$ cat src/rtl/fixed_divider_loader.sv
// fixed_divider_loader: fixed-point divider Q = floor(A * 2^FRAC / B) with
// byte-serial operand entry (set/unlock interlock) and byte readback.
//
// Ports:
//   clock      - single clock, rising edge
//   init       - synchronous active-high reset
//   inp        - switch byte to load
//   set        - load request (one byte per set/unlock cycle)
//   unlock     - re-arms loading after a set
//   start      - begin a division (ignored while calculating)
//   select     - result byte index shown on out
//   out        - combinational view of result byte `select`
//   byte_count - index of the next operand byte to load
//   busy       - division in progress
//   done       - result valid
//   ovf        - quotient truncated to A_WIDTH bits
//   dz         - divisor was zero
//   setled     - mirrors set
//   unlockled  - mirrors unlock
module fixed_divider_loader #(
    parameter int unsigned A_WIDTH = 32,
    parameter int unsigned B_WIDTH = 16,
    parameter int unsigned FRAC    = 8,
    parameter int unsigned SEL_W   = ((A_WIDTH / 8) > 1) ? $clog2(A_WIDTH / 8) : 1
) (
    input  logic             clock,
    input  logic             init,
    input  logic [7:0]       inp,
    input  logic             set,
    input  logic             unlock,
    input  logic             start,
    input  logic [SEL_W-1:0] select,
    output logic [7:0]       out,
    output logic [7:0]       byte_count,
    output logic             busy,
    output logic             done,
    output logic             ovf,
    output logic             dz,
    output logic             setled,
    output logic             unlockled
);

    localparam int unsigned NA   = A_WIDTH / 8;
    localparam int unsigned NB   = B_WIDTH / 8;
    localparam int unsigned LAST = NA + NB - 1;
    localparam int unsigned N    = A_WIDTH + FRAC;
    localparam int unsigned CW   = $clog2(N + 1);
    localparam int unsigned RW   = B_WIDTH + 1;
    localparam int unsigned SW   = B_WIDTH + 2;

    typedef enum logic [1:0] {
        S_IDLE = 2'd0,
        S_CALC = 2'd1,
        S_DONE = 2'd2
    } state_t;

    state_t             r_state, w_state_nxt;
    logic [A_WIDTH-1:0] r_a, w_a_nxt;
    logic [B_WIDTH-1:0] r_b, w_b_nxt;
    logic [7:0]         r_byte_count, w_byte_count_nxt;
    logic               r_lock, w_lock_nxt;
    logic [B_WIDTH-1:0] r_wb, w_wb_nxt;
    logic [RW-1:0]      r_rem, w_rem_nxt;
    logic [N-1:0]       r_d, w_d_nxt;
    logic [CW-1:0]      r_cnt, w_cnt_nxt;
    logic [A_WIDTH-1:0] r_result, w_result_nxt;
    logic               r_ovf, w_ovf_nxt;
    logic               r_dz, w_dz_nxt;

    // One restoring step: shift {rem, D} left, trial-subtract the divisor.
    // The shifted remainder is kept one bit wider than the register so the
    // compare never overflows; the result always fits back into RW bits.
    logic [SW-1:0]      w_shift;
    logic [SW-1:0]      w_diff;
    logic               w_ge;
    logic [N-1:0]       w_q_step;
    logic [N-1:0]       w_q_hi;
    logic [CW-1:0]      w_cnt_dec;
    logic               w_calc;
    logic [7:0]         w_out;

    assign w_shift   = {r_rem, r_d[N-1]};
    assign w_diff    = w_shift - SW'(r_wb);
    assign w_ge      = (w_shift >= SW'(r_wb));
    assign w_q_step  = {r_d[N-2:0], w_ge};
    assign w_q_hi    = w_q_step >> A_WIDTH;
    assign w_cnt_dec = r_cnt - CW'(1);
    assign w_calc    = (r_state == S_CALC);

    // State and datapath registers
    always_ff @(posedge clock) begin
        if (init) begin
            r_state      <= S_IDLE;
            r_a          <= '0;
            r_b          <= '0;
            r_byte_count <= '0;
            r_lock       <= 1'b0;
            r_wb         <= '0;
            r_rem        <= '0;
            r_d          <= '0;
            r_cnt        <= '0;
            r_result     <= '0;
            r_ovf        <= 1'b0;
            r_dz         <= 1'b0;
        end else begin
            r_state      <= w_state_nxt;
            r_a          <= w_a_nxt;
            r_b          <= w_b_nxt;
            r_byte_count <= w_byte_count_nxt;
            r_lock       <= w_lock_nxt;
            r_wb         <= w_wb_nxt;
            r_rem        <= w_rem_nxt;
            r_d          <= w_d_nxt;
            r_cnt        <= w_cnt_nxt;
            r_result     <= w_result_nxt;
            r_ovf        <= w_ovf_nxt;
            r_dz         <= w_dz_nxt;
        end
    end

    // Next-state: operand loader and divider FSM
    always_comb begin
        w_state_nxt      = r_state;
        w_a_nxt          = r_a;
        w_b_nxt          = r_b;
        w_byte_count_nxt = r_byte_count;
        w_lock_nxt       = r_lock;
        w_wb_nxt         = r_wb;
        w_rem_nxt        = r_rem;
        w_d_nxt          = r_d;
        w_cnt_nxt        = r_cnt;
        w_result_nxt     = r_result;
        w_ovf_nxt        = r_ovf;
        w_dz_nxt         = r_dz;

        // Loader: set writes one byte then locks until unlock; frozen in CALC
        if (set && !r_lock && !w_calc) begin
            for (int unsigned i = 0; i < NA; i++) begin
                if (r_byte_count == 8'(i)) begin
                    w_a_nxt[8*i +: 8] = inp;
                end
            end
            for (int unsigned i = 0; i < NB; i++) begin
                if (r_byte_count == 8'(NA + i)) begin
                    w_b_nxt[8*i +: 8] = inp;
                end
            end
            w_byte_count_nxt = (r_byte_count == 8'(LAST)) ? 8'd0 : r_byte_count + 8'd1;
            w_lock_nxt       = 1'b1;
        end else if (unlock && !(set && w_calc)) begin
            w_lock_nxt = 1'b0;
        end

        case (r_state)
            S_IDLE, S_DONE: begin
                if (start) begin
                    w_ovf_nxt = 1'b0;
                    w_dz_nxt  = 1'b0;
                    if (r_b == '0) begin
                        w_state_nxt  = S_DONE;
                        w_result_nxt = '1;
                        w_dz_nxt     = 1'b1;
                    end else begin
                        w_state_nxt = S_CALC;
                        w_wb_nxt    = r_b;
                        w_rem_nxt   = '0;
                        w_d_nxt     = N'(r_a) << FRAC;
                        w_cnt_nxt   = CW'(N);
                    end
                end
            end
            S_CALC: begin
                w_rem_nxt = w_ge ? RW'(w_diff) : RW'(w_shift);
                w_d_nxt   = w_q_step;
                w_cnt_nxt = w_cnt_dec;
                if (w_cnt_dec == '0) begin
                    w_state_nxt  = S_DONE;
                    w_result_nxt = w_q_step[A_WIDTH-1:0];
                    w_ovf_nxt    = |w_q_hi;
                    w_dz_nxt     = 1'b0;
                end
            end
            default: begin
                w_state_nxt = S_IDLE;
            end
        endcase
    end

    // Result byte mux; out-of-range select reads as zero
    always_comb begin
        w_out = 8'h00;
        for (int unsigned i = 0; i < NA; i++) begin
            if (select == SEL_W'(i)) begin
                w_out = r_result[8*i +: 8];
            end
        end
    end

    assign out        = w_out;
    assign byte_count = r_byte_count;
    assign busy       = (r_state == S_CALC);
    assign done       = (r_state == S_DONE);
    assign ovf        = r_ovf;
    assign dz         = r_dz;
    assign setled     = set;
    assign unlockled  = unlock;

endmodule

$ cat config.mk
export PLATFORM = sky130hd
export DESIGN_NAME = fixed_divider_loader
export DESIGN_NICKNAME = d
export VERILOG_FILES = /design/src/rtl/fixed_divider_loader.sv
export SDC_FILE = /design/constraint.sdc
export NUM_CORES = 1
export LEC_CHECK = 0
export BUFFER_PORTS_ARGS = -buffer_cell sky130_fd_sc_hd__buf_2
export CAP_MARGIN = 5
export CORE_MARGIN = 2
export CORE_UTILIZATION = 45
export CTS_BUF_LIST = sky130_fd_sc_hd__clkbuf_8 sky130_fd_sc_hd__clkbuf_16
export CTS_CLUSTER_SIZE = 14
export DETAILED_ROUTE_END_ITERATION = 6
export GPL_TIMING_DRIVEN = 0
export PLACE_DENSITY_LB_ADDON = 0.05
export SETUP_SLACK_MARGIN = 0.15
export SYNTH_ARGS = -nofsm -noshare
export SYNTH_HDL_FRONTEND = slang
export SYNTH_SLANG_ARGS = --single-unit
$ cat constraint.sdc
create_clock -name clock -period 4.1 [get_ports clock]
set_clock_uncertainty 0.2 [all_clocks]
set_input_delay 0.205 -clock clock [delete_from_list [all_inputs] [get_ports clock]]
set_output_delay 0.205 -clock clock [all_outputs]
set_load 0.01 [all_outputs]
# Yosys cells after proc, flatten, opt, wreduce, memory -nomap -nowiden
# Index checks and enable logic that the tools add are counted.
# op_classes
addsub,3
n_lt_le_gt_ge,1
n_eq_ne,14
mux,32
bitwise_logic,1
reduce_logical,27
# ops
op,n
$mux W32,3
$mux W40,2
$pmux W40 S2,1
$pmux W32 S2,1
$mux W17,3
$mux W8,5
$pmux W17 S2,1
$ge A18 B16 Y1,1
$sub A17 B16 Y17,1
$eq A8 B2 Y1 const B,2
$eq A8 B3 Y1 const B,2
$logic_not A16 Y1,1
$reduce_and A2 Y1,7
$mux W6,2
$pmux W6 S2,1
$reduce_and A3 Y1,3
$add A8 B1 Y8 const B,1
$eq A8 B1 Y1 const B,1
$logic_not A8 Y1,1
$reduce_or A8 Y1,1
$mux W1,7
$eq A2 B2 Y1 const B,3
$logic_not A6 Y1,1
$mux W2,3
13 further kinds,24
# totals
register_bits,172
input_bits,15
out_inout_bits,22
word_cells,94

# Logic depth before layout (Yosys ltp)
# Gate-level depths: netlist of the first run.
# depth
depth_word,6
depth_mapped,12
depth_no_buf,10

# Least setup slack after synthesis of the first run
# Ideal clock, no wire load.
# synth_path
path_kind,reg2reg
from,register r_d[39]
to,register r_rem[16]
setup_time_ns,0.060
arrival_time_ns,2.475
t_required_ns,3.840
setup_slack_ns,1.366
stages_incl_launch_ff,11
path_buffers,0
period_less_slack_ns,2.734
cell_sequence,dfxtp_1 > inv_1 > ha_1 > fa_1 > nand2b_1 > a211oi_2 > o21ai_2 > a311o_1 > nor2b_4 > or4_1 > nand2_1
# synth_between
elab_chain_cells,3
elab_cells_between_ends,4
cone_classes,1 x add/sub; 1 x order compare; 2 x mux
# synth_rtl
element,line,text
from (decl),64,"logic [N-1:0] r_d, w_d_nxt;"
from (signal assigned),113,r_d <= w_d_nxt;
$sub A17 B16 Y17 / $ge A18 B16 Y1 (equally long branches),"83, 84",
$mux W17 (*),173,w_rem_nxt = w_ge ? RW'(w_diff) : RW'(w_shift);
$pmux W17 S2 (*),154,case (r_state)
to (signal assigned),112,r_rem <= w_rem_nxt;
to (decl),63,"logic [RW-1:0] r_rem, w_rem_nxt;"
# Mark *: on every way between the ends. The rest lies on a longest branch, timed or not.
# A chain may end at the register's enable or synchronous reset.

# Worst setup path in the final report of the first run
# layout_path
from,register r_d[39]
to,register r_rem[6]
# Same word-level chain as after synthesis.

==> results of run 1 <==
## kinds of logic (layout without fill, tap and decap cells)
| kind of cell | Yosys count | count (layout) | share of synthesized area, % |
|---|---|---|---|
| adders and majority gates | 23 | 23 | 3.77 |
| buffers and inverters | 98 | 174 | 5.13 |
| and+or+nand+nor | 410 | 410 | 22.7 |
| muxes | 63 | 63 | 9.33 |
| AOI/OAI and AO/OA | 151 | 151 | 13.0 |
| DFF | 172 | 172 | 44.0 |
| xor gates and xnor gates | 19 | 19 | 2.12 |
## worst min-delay path, cell delays in order
cell	delay, ps
sky130_fd_sc_hd__buf_2	110
sky130_fd_sc_hd__nand2_1	70
sky130_fd_sc_hd__nor4_1	80
sky130_fd_sc_hd__nand2_1	80
sky130_fd_sc_hd__xor2_1	60
sky130_fd_sc_hd__nor2_1	70
## synth_stat cells (all sizes together) (2+ instances only)
master     n
dfxtp    172
nor2     143
nand2    137
nor3      70
mux2i     55
a21oi     54
clkbuf    45
a311oi    35
inv       28
o21ai     25
buf       24
ha        22
nand3     13
xnor2     13
a32oi      9
nand4      9
mux4       8
nor4       8
nand2b     7
xor2       6
a21o       5
and3       5
a31oi      4
nor2b      4
or3        4
a211oi     3
o21a       3
a221oi     2
a22o       2
o2111ai    2
or2        2
or4        2
## worst max path at each step
stage                 to  slack, ps  cells after the start
6_report        r_rem[6]        930                     12
5_1_grt        r_rem[12]        730                     12
4_1_cts         r_rem[6]        900                     12
3_5_place_dp    r_rem[6]        930                     12
3_3_place_gp   r_rem[12]        930                     12
2_1_floorplan  r_rem[16]       1370                     10
## cell type report
cell class	count	area, um^2
buffer	69	293
clock buffer	19	453
inverter	29	109
clock inverter	12	138
fill	1699	8190
multi-input combinational	666	3990
timing repair buffer	45	280
tap	225	282
sequential	172	3440
## what timing repair did
| item | in CTS | in global routing |
|---|---|---|
| setup buffers | 0 | 0 |
| endpoints found under the hold margin | 51 | 0 |
| hold buffers | 11 | 0 |
## layer usage
metal / wire [um] / GRT usage [%] / up-vias
met3: 706 / 3.95 / 11
li1: - / - / 3398
met2: 9350 / 36.2 / 111
met4: 149 / 4.69 / 0
met1: 11400 / 36.0 / 3237
met5: 0 / 0 / -
## sequential cells by signal, summed over array words and instances (netlist names)
| signal | flops |
|---|---|
| ovf | 1 |
| r_state | 2 |
| dz | 1 |
| r_rem | 17 |
| byte_count | 8 |
| r_a | 32 |
| r_cnt | 6 |
| r_wb | 16 |
| r_lock | 1 |
| r_result | 32 |
| r_b | 16 |
| r_d | 40 |
## power by group through the flow
stage | registers (mW) | logic, mW | clock network (mW)
floorplan | 1.77 | 0.142 | 0
global placement | 1.78 | 0.212 | 0
detailed placement | 1.78 | 0.214 | 0
CTS | 1.75 | 0.223 | 1.66
global route | 1.75 | 0.242 | 1.73
finish | 1.75 | 0.221 | 1.64
## layout by cell type (no fill, tap or decap), types with 6 or more instances in the layout
| cell | n |
|---|---|
| sky130_fd_sc_hd__nand2b_1 | 7 |
| sky130_fd_sc_hd__buf_2 | 46 |
| sky130_fd_sc_hd__mux4_2 | 8 |
| sky130_fd_sc_hd__clkbuf_16 | 17 |
| sky130_fd_sc_hd__dfxtp_1 | 172 |
| sky130_fd_sc_hd__inv_1 | 28 |
| sky130_fd_sc_hd__clkbuf_1 | 45 |
| sky130_fd_sc_hd__o21ai_0 | 13 |
| sky130_fd_sc_hd__o21ai_1 | 10 |
| sky130_fd_sc_hd__nor4_1 | 8 |
| sky130_fd_sc_hd__xnor2_1 | 13 |
| sky130_fd_sc_hd__nand4_1 | 9 |
| sky130_fd_sc_hd__ha_1 | 22 |
| sky130_fd_sc_hd__nand2_1 | 137 |
| sky130_fd_sc_hd__nand3_1 | 13 |
| sky130_fd_sc_hd__nor3_1 | 70 |
| sky130_fd_sc_hd__xor2_1 | 6 |
| sky130_fd_sc_hd__a311oi_1 | 35 |
| sky130_fd_sc_hd__nor2_1 | 143 |
| sky130_fd_sc_hd__mux2i_1 | 55 |
| sky130_fd_sc_hd__buf_1 | 7 |
| sky130_fd_sc_hd__dlygate4sd3_1 | 11 |
| sky130_fd_sc_hd__a21oi_1 | 54 |
| sky130_fd_sc_hd__a32oi_1 | 9 |
==> impl.org, run 1 <==
** STA
- The clock period could shrink to 3170 ps.
- Hold violation count in the final report :: 0
- Setup violations remaining at the end of the flow were counted as 0.
- Worst setup margin :: 933 ps
- Hold timing on the final database bottoms out at a slack of 75.2 ps.
- Final worst-path cycle share :: 77.2%
- At the pin with the least slew margin, the transition time is 777 ps.
- Setup repair after global routing missed its margin :: no
- Static timing analysis puts the maximum clock frequency at 0.316 GHz.
- Setup tns final :: 0 ps
- Max transition margin :: 48.0%
- Count of pins over their slew limit :: 0

** Synth
- Top FF cell, synth :: sky130_fd_sc_hd__dfxtp_1
- Async set or reset register ratio after synthesis :: 0%
- Post-synthesis cell type with the largest combined area :: sky130_fd_sc_hd__dfxtp_1
- Main area contributors after synthesis :: sky130_fd_sc_hd__dfxtp_1 (44%), sky130_fd_sc_hd__mux2i_1 (7.0%), sky130_fd_sc_hd__nor2_1 (6.9%)
- Number of enable flip-flop cells after synthesis :: 0
- Counting distinct cell types in the post-synthesis netlist gives 53.
- Post-synthesis sequential element count :: 172
- In this run the mean area of a mapped cell was 8.37 um^2.
- Synth Warn # :: 0
- Of the synthesized area, sequential elements account for 44.0%.
- The synthesized design devotes to its leading area cell type 44.0% of total area.
- Post-synthesis cell area :: 0.00783 mm^2
- Cells after Synth :: 936
- Synthesized Nets :: 974

** Power
- The clock network burns 45.4% of the power.
- Net switching is 24.0% of the power.
- Cell area power density :: 401 mW/mm^2
- In this run, flip-flops and latches consume 48.4% of the power.
- Maximum resistive drop on vdd :: 0.278 mV
- Total Power Consumption :: 3.61 mW
- The internal power of the cells totals 2.74 mW.
- In this run the static leakage power is 3.59 nW.
- Net switching power :: 867 uW
- The share of total power dissipated in combinational logic is 6.1%.

** GRT
- The initial antenna violation count came to 0.
- Entering global routing, the biggest net connects 17 pins.
- The first global-routing pass estimated 34000 um of wire.
- Global routing used 23.9% of the available tracks.
- Number of global-route vias before repair :: 6191
- Remaining Overflow, GRT :: 0

** Critical path
- Critical path required time :: 4240 ps
- Category of cells accounting for the largest share of critical-path delay :: compound AO/OA/AOI/OAI gates
- In this design, the stage delay of the slowest critical-path cell is 420 ps.
- Crit end category :: flop
- The most critical setup path has its startpoint at r_d[39].
- For the worst setup path, the data arrival time is 3310 ps.
- The critical path is of the reg2reg type.
- List of cells traversed by the critical path :: inv_1 > ha_1 > fa_1 > nand2b_1 > a211oi_2 > o21ai_2 > a311o_1 > nand2b_1 > buf_4 > buf_4 > a32oi_1 > a21oi_1
- For the worst flop-to-flop path, the logic depth is 12.
- Startpoint type of the worst setup path :: flop
- Along the worst path, the maximum fanout reaches 10.
- The worst register-to-register path ends at r_rem[6].
- Number of buffers and inverters on the critical path :: 3
- The worst register-to-register path has a setup slack of 930 ps.
- For this design, the slowest cell found on the critical path is sky130_fd_sc_hd__fa_1.
- The worst register-to-register path begins at r_d[39].

** Place
- The placed instances occupy a cell area of 0.00829 mm^2.
- Instance count after placement with tap cells included :: 1195
- HPWL Detailed :: 15500 um
- Routability congestion estimate :: 0.808
- OpenSTA, run right after detailed placement, puts the worst setup slack at 934 ps.
- I/O Buffers :: 34

** Finish
- Count of non-filler cells in the finished layout :: 1237
- The number of antenna diodes in the final layout is 0.
- Growth of design area from synthesis to finish :: 14.7%
- Summing all non-filler instances in the final layout gives an area of 0.00899 mm^2.
- Once layout is complete, the utilization of the core stands at 52.3%.
- The final layout contains 1038 nets.
- Cells with a size suffix above 1 make up 9.49% of the layout.

** CTS
- After clock tree synthesis, the clock-pin slew on the worst setup and hold paths is 70 ps.
- Maximum clock insertion buffer count :: 2
- PostCTS Resize Cnt :: 0
- Number of buffers inserted during clock tree synthesis :: 17
- TritonCTS built the clock tree.
- H-tree Lvls :: 4
- Clock Sink Count :: 172
- Clock latency on the worst-skew pair, taken at its later pin, is 430 ps.
- Root cell of the clock tree :: sky130_fd_sc_hd__clkbuf_16

** Routing
- Routed vias :: 6757
- Detail Route Antenna Nets :: 0
- Number of vias per cell after detailed routing :: 5.46
- Total Routed Length :: 21600 um
- Iteration count of the initial detailed-routing pass :: 5
- Dividing the detail-routed wire length by the instance count gives 17.5 um.
- In this run, the number of DRC markers left after iteration 0 of detailed routing was 431.
- Number of design rule violations left after detail routing :: 0

** Floorplanning
- Rows :: 48
- The floorplan step defined a die boundary enclosing 0.0185 mm^2.
- The initial utilization of the core area, before any placement, comes to 45.6%.
- Measured along the x axis, the die boundary spans 136 um.
- Die height :: 136 um
- For this design the top-level I/O count stands at 37.
- The core region is 0.0172 mm^2.

** Hold path
- Number of stages on the worst hold path :: 6
- The worst hold path terminates at byte_count[7].
- Worst hold start :: set
- Path class of the lowest-slack min-delay path :: in2reg

** Run status
- Status :: finished, final reports clean

** Job
- Maxcap violations :: 0
No activity file was read; power rests on OpenSTA's default activity.
==> run 2, diff against run 1 <==
- ABC_AREA: unset -> 1
- clock period: 4.1 -> 2.62 ns (I/O delays scaled with it)
==> run 2 against run 1 <==
Against the previous run: clock-buffer cell count decreased by 2; global-route usage increased by 0.13 points; final cell count increased by 25%; sequential share of layout area decreased by 3.6 points; via count increased by 16%; synthesized cell count increased by 32%; non-clock buffer count decreased by 5; worst hold slack got worse by 33 ps; clock power increased by 55%; die area increased by 9.2%; area after synthesis increased by 9.5%; highest routed layer unchanged.
==> impl.org, run 2 <==
** Run status
- Status :: finished, final reports clean

** Hold path
- In this run the worst hold path is classified as in2reg.

** Synth
- Most instantiated library cell after synthesis :: sky130_fd_sc_hd__nand2_1
- The synthesized cell area came to 0.00858 mm^2 (+9.5%).
- For this run, the leading register cell type out of synthesis is sky130_fd_sc_hd__dfxtp_1.
- The share of the synthesized area in compound gates (AO/OA/AOI/OAI) is 15.8% (+2.8 points).
- The largest total area in the synthesized netlist belongs to sky130_fd_sc_hd__dfxtp_1.
- By count the netlist is led by sky130_fd_sc_hd__nand2_1 (294), sky130_fd_sc_hd__dfxtp_1 (172), sky130_fd_sc_hd__inv_1 (168).
- Synth Area in Simple Gates :: 28.5% (+5.8 points)
- Average footprint of a synthesized cell :: 6.96 um^2 (-17%)
- Async set or reset register ratio after synthesis :: 0% (unchanged)
- The top cell type's share of synthesized area was 40.1% (-3.8 points).
- The area share of xor/xnor cells in the synthesized design came to 1.23% (-0.90 points).
- The mux cell area share after synthesis was 0% (-9.3 points).
- The post-synth net total was 1271 (+30%).
- Main area contributors after synthesis :: sky130_fd_sc_hd__dfxtp_1 (40%), sky130_fd_sc_hd__nand2_1 (13%), sky130_fd_sc_hd__inv_1 (7.4%)
- The sequential area share after synthesis came to 40.1% (-3.8 points).
- Synth Warn # :: 0 (unchanged)
- The post-synthesis adder-cell area fraction is 3.44% (-0.33 points).
- Cells after Synth :: 1233 (+32%)
- The register bit total from synthesis came to 172 (unchanged).
- Combinational family with the most area after synthesis :: simple AND/OR/NAND/NOR gates
- Count of different cell masters after synthesis :: 45 (-15%)
- Number of enable flip-flop cells after synthesis :: 0 (unchanged)

** Floorplanning
- Die height :: 142 um (+4.5%)
- Starting Density :: 45.9% (+0.25 points)
- The placeable core area is 0.0187 mm^2 (+8.9%).
- Horizontal die dimension :: 142 um (+4.5%)
- Area of the die :: 0.0202 mm^2 (+9.2%)
- The number of placed I/O pins is 37 (unchanged).
- The count of standard-cell rows is 50 (+4.2%).

** Job
- The number of maximum-capacitance violations is 0 (unchanged).

** CTS
- The number of buffers added by the clock tree synthesis step is 17 (unchanged).
- CTS tree :: yes
- Clock Pin Slew Worst Setup and Hold Paths :: 70 ps (about the same)
- The clock latency on the worst-skew pair came to 440 ps (about the same).
- Root cell of the clock tree :: sky130_fd_sc_hd__clkbuf_16
- The number of buffers on the longest clock path was 2 (unchanged).
- Clock Sink Count :: 172 (unchanged)
- The CTS H-tree depth was 4 (unchanged).

** STA
- Hold violation count in the final report :: 0 (unchanged)
- The count of pins over their slew limit was 0 (unchanged).
- The actual transition at the worst max-transition pin came to 758 ps (-19.6 ps).
- Setup repair after global routing could not meet its margin everywhere.
- Total of endpoints with negative setup slack in the final report :: 0 (unchanged)
- Subtracting the final worst setup slack from the clock period gives 2330 ps.
- Achievable clock frequency :: 0.429 GHz
- The final sum of negative setup slack is 0 ps (unchanged).
- The worst slew margin relative to its limit was 49.5% (+1.5 points).
- Final worst-path cycle share :: 89.0%

** Finish
- Regs by FF count :: r_d x40, r_a x32, r_result x32
- The utilization of the core after routing is 53.1% (+0.73 points).
- Number of nets at the end of the flow :: 1342 (+29%)
- Most common cell after layout, fill and taps aside :: sky130_fd_sc_hd__nand2_1
- Max reg flops :: 40 (unchanged)
- Layout cells sized above 1 :: 12.2% (+2.7 points)
- The antenna diode count was 0 (unchanged).
- r_d holds more flip-flops than any other register.
- Growth of design area from synthesis to finish :: 15.7%
- Most used cells in the layout excluding fill and tap cells :: sky130_fd_sc_hd__nand2_1 (290), sky130_fd_sc_hd__dfxtp_1 (172), sky130_fd_sc_hd__inv_1 (168)

** Routing
- Initial DRC Count :: 559 (+30%)
- Number of design rule violations left after detail routing :: 0 (unchanged)
- The average vias per placed instance is 5.06 (-7.4%).
- Iteration count of the initial detailed-routing pass :: 5 (unchanged)
- Routed vias :: 7843 (+16%)
- Detail Route Antenna Nets :: 0 (unchanged)
- The detailed-route wire length came to 23600 um (+9.2%).
- Avg WL per Cell :: 15.2 um (-13%)

** GRT
- The first-pass GRT wire length was 37800 um (+11%).
- Global-route usage over all layers :: 24.1% (+0.13 points)
- The largest net degree at the start of global routing was 17 (unchanged).
- The via count of the first global-routing pass is 7090 (+15%).
- The total congestion overflow after global routing came to 0 (unchanged).
- Initial antenna violation count :: 0 (unchanged)

** Critical path
- Reg2reg end :: r_rem[13]
- Critical Path AT :: 2000 ps (-1310 ps)
- Crit path launch :: r_state[0]
- The worst-case register-to-register setup slack was 290 ps (-650 ps).
- The startpoint identified for the worst register-to-register timing path is r_wb[10].
- The worst setup path is launched from a flop.
- The most critical setup path has its endpoint at busy.
- The critical path in this run is classified as reg2out.
- The depth of the most critical reg-to-reg path came to 13 (+1).
- The highest fanout seen on the critical path is 10 (unchanged).
- Crit end category :: output pin
- The endpoint required time on the critical path is 2290 ps (-1950 ps).

** Place
- The global placer's final weighted congestion came to 0.862 (+6.6%).
- HPWL Detailed :: 17600 um (+14%)
- I/O Buffers :: 36 (+5.9%)

** Power
- Maximum resistive drop on vdd :: 0.466 mV (+67%)
- The total leakage power came to 4.33 nW (+21%).
- Cell area power density :: 736 mW/mm^2 (+83%)
## run 2: worst min path at each step
stage                       start  endpoint  slack [ps]  cells after the start
after global routing          set    r_b[7]          90                      7
after CTS                     set    r_b[7]          20                      7
after global placement    r_d[28]   r_d[28]         250                      2
after detailed placement  r_d[22]   r_d[22]         250                      2
after floorplan            inp[0]   r_a[24]         140                      2
final                         set    r_b[7]          40                      7
## run 2: area by class of cell
cell class / instances / area, um^2
plain buffers: 57 / 294
clock buffers: 17 / 425
clock inverters: 14 / 158
fillers: 1914 / 8780
inverters: 172 / 648
multi-input cells: 832 / 4320
flip-flops and latches: 172 / 3440
well taps: 234 / 293
repair buffers: 52 / 340
## run 2: kinds of logic after synthesis
group | Yosys count
buffers and inverters | 229
XOR/XNOR | 12
flip-flops | 172
adder cells (fa/ha/maj) | 23
AND/OR/NAND/NOR | 559
AO/OA/AOI/OAI | 238
## run 2: stage by stage
stage / cells / hold slack [ps] / setup slack, ps / cell area, um^2 / total power [mW]
after detailed placement: 1503 / 250 / 70.9 / 9050 / 4.53
after floorplan: 1233 / 138 / 505 / 8580 / 4.12
after global placement: 1503 / 248 / 61.2 / 9050 / 4.53
after global routing: 1550 / 88.0 / 130 / 9920 / 7.69
final: 1550 / 42.3 / 287 / 9920 / 7.30
after CTS: 1545 / 23.9 / 167 / 9760 / 7.13
## run 2: critical path, cell delays in order (launching register included)
cell and delay, ps:
sky130_fd_sc_hd__dfxtp_1 400, sky130_fd_sc_hd__inv_2 70, sky130_fd_sc_hd__nor2_4 210, sky130_fd_sc_hd__buf_4 240, sky130_fd_sc_hd__buf_1 420, sky130_fd_sc_hd__buf_2 220
## run 2: repair_timing
| item | CTS | global route |
|---|---|---|
| setup endpoints to repair | 10 | 38 |
| hold buffers | 11 | 0 |
| resized for setup | 3 | 30 |
| buffers inserted | 0 | 5 |
| endpoints found under the hold margin | 40 | 0 |
| cloned | 0 | 0 |
| pin swaps | 0 | 5 |
## run 2: report_power, final
| part | switching, mW | internal, mW |
|---|---|---|
| clock network | 1.13 | 1.42 |
| logic | 1.17 | 0.718 |
| registers | 0.0894 | 2.78 |
## run 2: per-layer routing
layer	part of all wire [%]	vias up	track usage [%]	routed length, um
li1	-	4117	-	-
met1	52	3563	35.0	12300
met2	43	146	36.6	10200
met3	4.1	17	4.61	967
met4	0.90	0	6.16	213
met5	0	-	0	0
==> run 3, diff against run 2 <==
- ABC_AREA: 1 -> 0
- SLEW_MARGIN: unset -> 0
==> run 3 against run 2 <==
Against the previous run: the flow now finishes with violations (negative setup slack); core utilization is 1.3 points higher; die area decreased by 8.4%; via count fell by 12%; first-iteration DRC count down 16%; global-route usage increased by 0.25 points; final cell count down 19%; largest power group unchanged.
==> impl.org, run 3 (same netlist as run 1, synthesis figures left out) <==
** Run status
- The flow ran to the end, but the final reports show violations.
- Violations in the final reports :: negative setup slack

** Floorplanning
- The vertical die dimension came to 136 um (-4.3%).
- Rows :: 48 (-4.0%)
- Area of the die :: 0.0185 mm^2 (-8.4%)
- Starting Density :: 45.6% (-0.25 points)
- The placeable core area was 0.0172 mm^2 (-8.2%).
- The number of placed I/O pins is 37 (unchanged).
- Horizontal die dimension :: 136 um (-4.3%)

** Critical path
- Startpoint type of the worst setup path :: flop
- Critical Setup Path Class :: reg2reg
- Critical path required time :: 2800 ps (+510 ps)
- Critical Path AT :: 2920 ps (+920 ps)
- Crit end category :: flop
- Largest fanout on the critical path :: 3 (-7)

** STA
- The post-route worst setup slack came to -125 ps (-412 ps).
- The final count of negative-setup-slack endpoints came to 15 (+15).
- The worst slew margin relative to its limit is 42.8% (-6.7 points).
- Setup tns final :: -1110 ps (-1110 ps)
- The shortest clock period the worst path allows after layout was 2750 ps (+412 ps).
- Achievable clock frequency :: 0.364 GHz (-15%)
- Count of pins over their slew limit :: 0 (unchanged)
- The worst hold margin came to 23.0 ps (-19.3 ps).
- The number of failing hold endpoints at the final stage came to 0 (unchanged).
- The actual transition at the worst max-transition pin came to 858 ps (+100 ps).
- Setup repair after global routing missed its margin :: yes
- The post-route clock period utilization is 105% (+16 points).

** GRT
- The met1 demand-to-capacity share in global routing was 36.9% (+1.8 points).
- Initial antenna violation count :: 0 (unchanged)
- Top Usage Layer GRT :: met1
- First-pass GRT wire length :: 34400 um (-9.0%)
- Remaining Overflow, GRT :: 0 (unchanged)
- Global-route usage over all layers :: 24.3% (+0.25 points)
- The met2 demand-to-capacity share in global routing is 35.8% (-0.79 points).
- Largest net degree at the start of global routing :: 17 (unchanged)
- The via count of the first global-routing pass is 6132 (-14%).
- The global routing usage on met3 is 4.88% (+0.27 points).

** Routing
- The detailed-route via count is 6865 (-12%).
- Initial DRC Count :: 471 (-16%)
- The detailed-route wire length came to 21800 um (-7.5%).
- The detailed-route DRC error count came to 0 (unchanged).
- The number of antenna-violating nets in the routed design came to 0 (unchanged).
- Avg WL per Cell :: 17.5 um (+15%)
- The detailed-router iteration count before antenna repair came to 5 (unchanged).
- The average vias per placed instance was 5.49 (+8.5%).

** Place
- The placed wire-length estimate after detailed placement is 15400 um (-12%).
- The total instance count after detailed placement came to 1195 (-20%).
- The global placer's final weighted congestion came to 0.827 (-4.1%).
- The port buffer count came to 34 (-5.6%).
- Post-Place Worst Slack :: -237 ps (-308 ps)

** Finish
- The number of flip-flops under the largest register name came to 40 (unchanged).
- Filler instances :: 1663 (-13%)
- Layout cells sized above 1 :: 14.7% (+2.6 points)
- Count of non-filler cells in the finished layout :: 1251 (-19%)
- Reg with most FFs :: r_d
- Most used cells in the layout excluding fill and tap cells :: sky130_fd_sc_hd__dfxtp_1 (171), sky130_fd_sc_hd__nor2_1 (139), sky130_fd_sc_hd__nand2_1 (136)
- Most common cell after layout, fill and taps aside :: sky130_fd_sc_hd__dfxtp_1
- The area used by multi-input combinational logic came to 0.00414 mm^2 (-4.3%).
- Area taken by flip-flops and latches :: 0.00344 mm^2 (about the same)
- Count of antenna diodes in the layout :: 0 (unchanged)
- Regs by FF count :: r_d x40, r_a x32, r_result x32
- The number of nets in the layout is 1051 (-22%).
- Compared with the post-synthesis result, the final layout area differs by 19.2%.

** CTS
- Root cell of the clock tree :: sky130_fd_sc_hd__clkbuf_16
- Maximum clock insertion buffer count :: 2 (unchanged)
- TritonCTS built the clock tree.
- H-tree Lvls :: 4 (unchanged)
- Number of buffers inserted during clock tree synthesis :: 17 (unchanged)
- The clock transition at the register clock pins on the worst setup and hold paths after CTS is 70 ps (about the same).
- The clock net sink count is 172 (unchanged).
- Clock insertion delay at the later pin of the skew report :: 440 ps (about the same)

** Power
- The clock network power share is 46.3% (+11 points).
- The proportion of power drawn by combinational gates was 6.1% (-20 points).
- The total leakage power came to 3.77 nW (-13%).
- Cell area power density :: 615 mW/mm^2 (-16%)
- Switch share :: 23.7% (-9.0 points)
- Power share of the sequential group :: 47.5% (+8.3 points)
- The maximum vdd drop is 0.493 mV (+5.8%).
- The internal power contribution was 4.39 mW (-11%).
- The net switching power of the design was 1.36 mW (-43%).
- The final total power came to 5.75 mW (-21%).

** Job
- The number of maximum-capacitance violations is 0 (unchanged).

** Hold path
- Path class of the lowest-slack min-delay path :: in2reg
## run 3: cell type report
cell class / instances / area share, %
buffer: 69 / 3.54
inverter: 29 / 1.21
clock inverter: 13 / 1.74
timing repair buffer: 58 / 4.50
clock buffer: 19 / 4.85
tap: 225 / 3.01
multi-input combinational: 666 / 44.3
sequential: 172 / 36.9
## run 3: critical path: stages, from the launching register on
cell and delay, ps:
sky130_fd_sc_hd__dfxtp_2 350, sky130_fd_sc_hd__inv_2 50, sky130_fd_sc_hd__ha_4 160, sky130_fd_sc_hd__fa_2 370, sky130_fd_sc_hd__nand2b_4 160, sky130_fd_sc_hd__a211oi_4 280, sky130_fd_sc_hd__o21ai_4 90, sky130_fd_sc_hd__a311o_1 300
sky130_fd_sc_hd__nor2b_4 140, sky130_fd_sc_hd__or4_1 520, sky130_fd_sc_hd__nand2_1 60
## run 3: timing repair
action	CTS	global route
pin swaps	6	7
gates resized for setup	20	39
setup buffers	7	4
hold buffers	12	0
hold endpoints to repair	54	0
endpoints found under the setup margin	79	144
cloned	1	0
## run 3: worst paths after layout
check / startpoint / to / slack [ps] / depth (start not counted)
max reg2reg: r_d[39] / r_rem[16] / -130 / 10
min reg2reg: r_wb[2] / r_wb[2] / 260 / 2
min: init / r_rem[9] / 20 / 4
max: r_d[39] / r_rem[16] / -130 / 10
## run 3: power by group through the flow
stage,combinational (mW),clock (mW),sequential (mW)
floorplan,0.222,0,2.77
global placement,0.332,0,2.79
detailed placement,0.335,0,2.79
CTS,0.350,2.71,2.73
global route,0.388,2.80,2.74
finish,0.353,2.66,2.73
## run 3: stage by stage
step | area, um^2 | util, %
floorplan | 7870 | -
global placement | 8320 | 48.4
detailed placement | 8320 | 48.4
CTS | 9220 | 53.7
global route | 9340 | 54.4
finish | 9340 | 54.4
## run 3: metal layers
layer | wire, um | share of wire (%) | up-vias
met2 | 9510 | 44 | 180
met4 | 193 | 0.88 | 0
met5 | 0 | 0 | -
met1 | 11100 | 51 | 3255
li1 | - | - | 3416
met3 | 1020 | 4.6 | 14
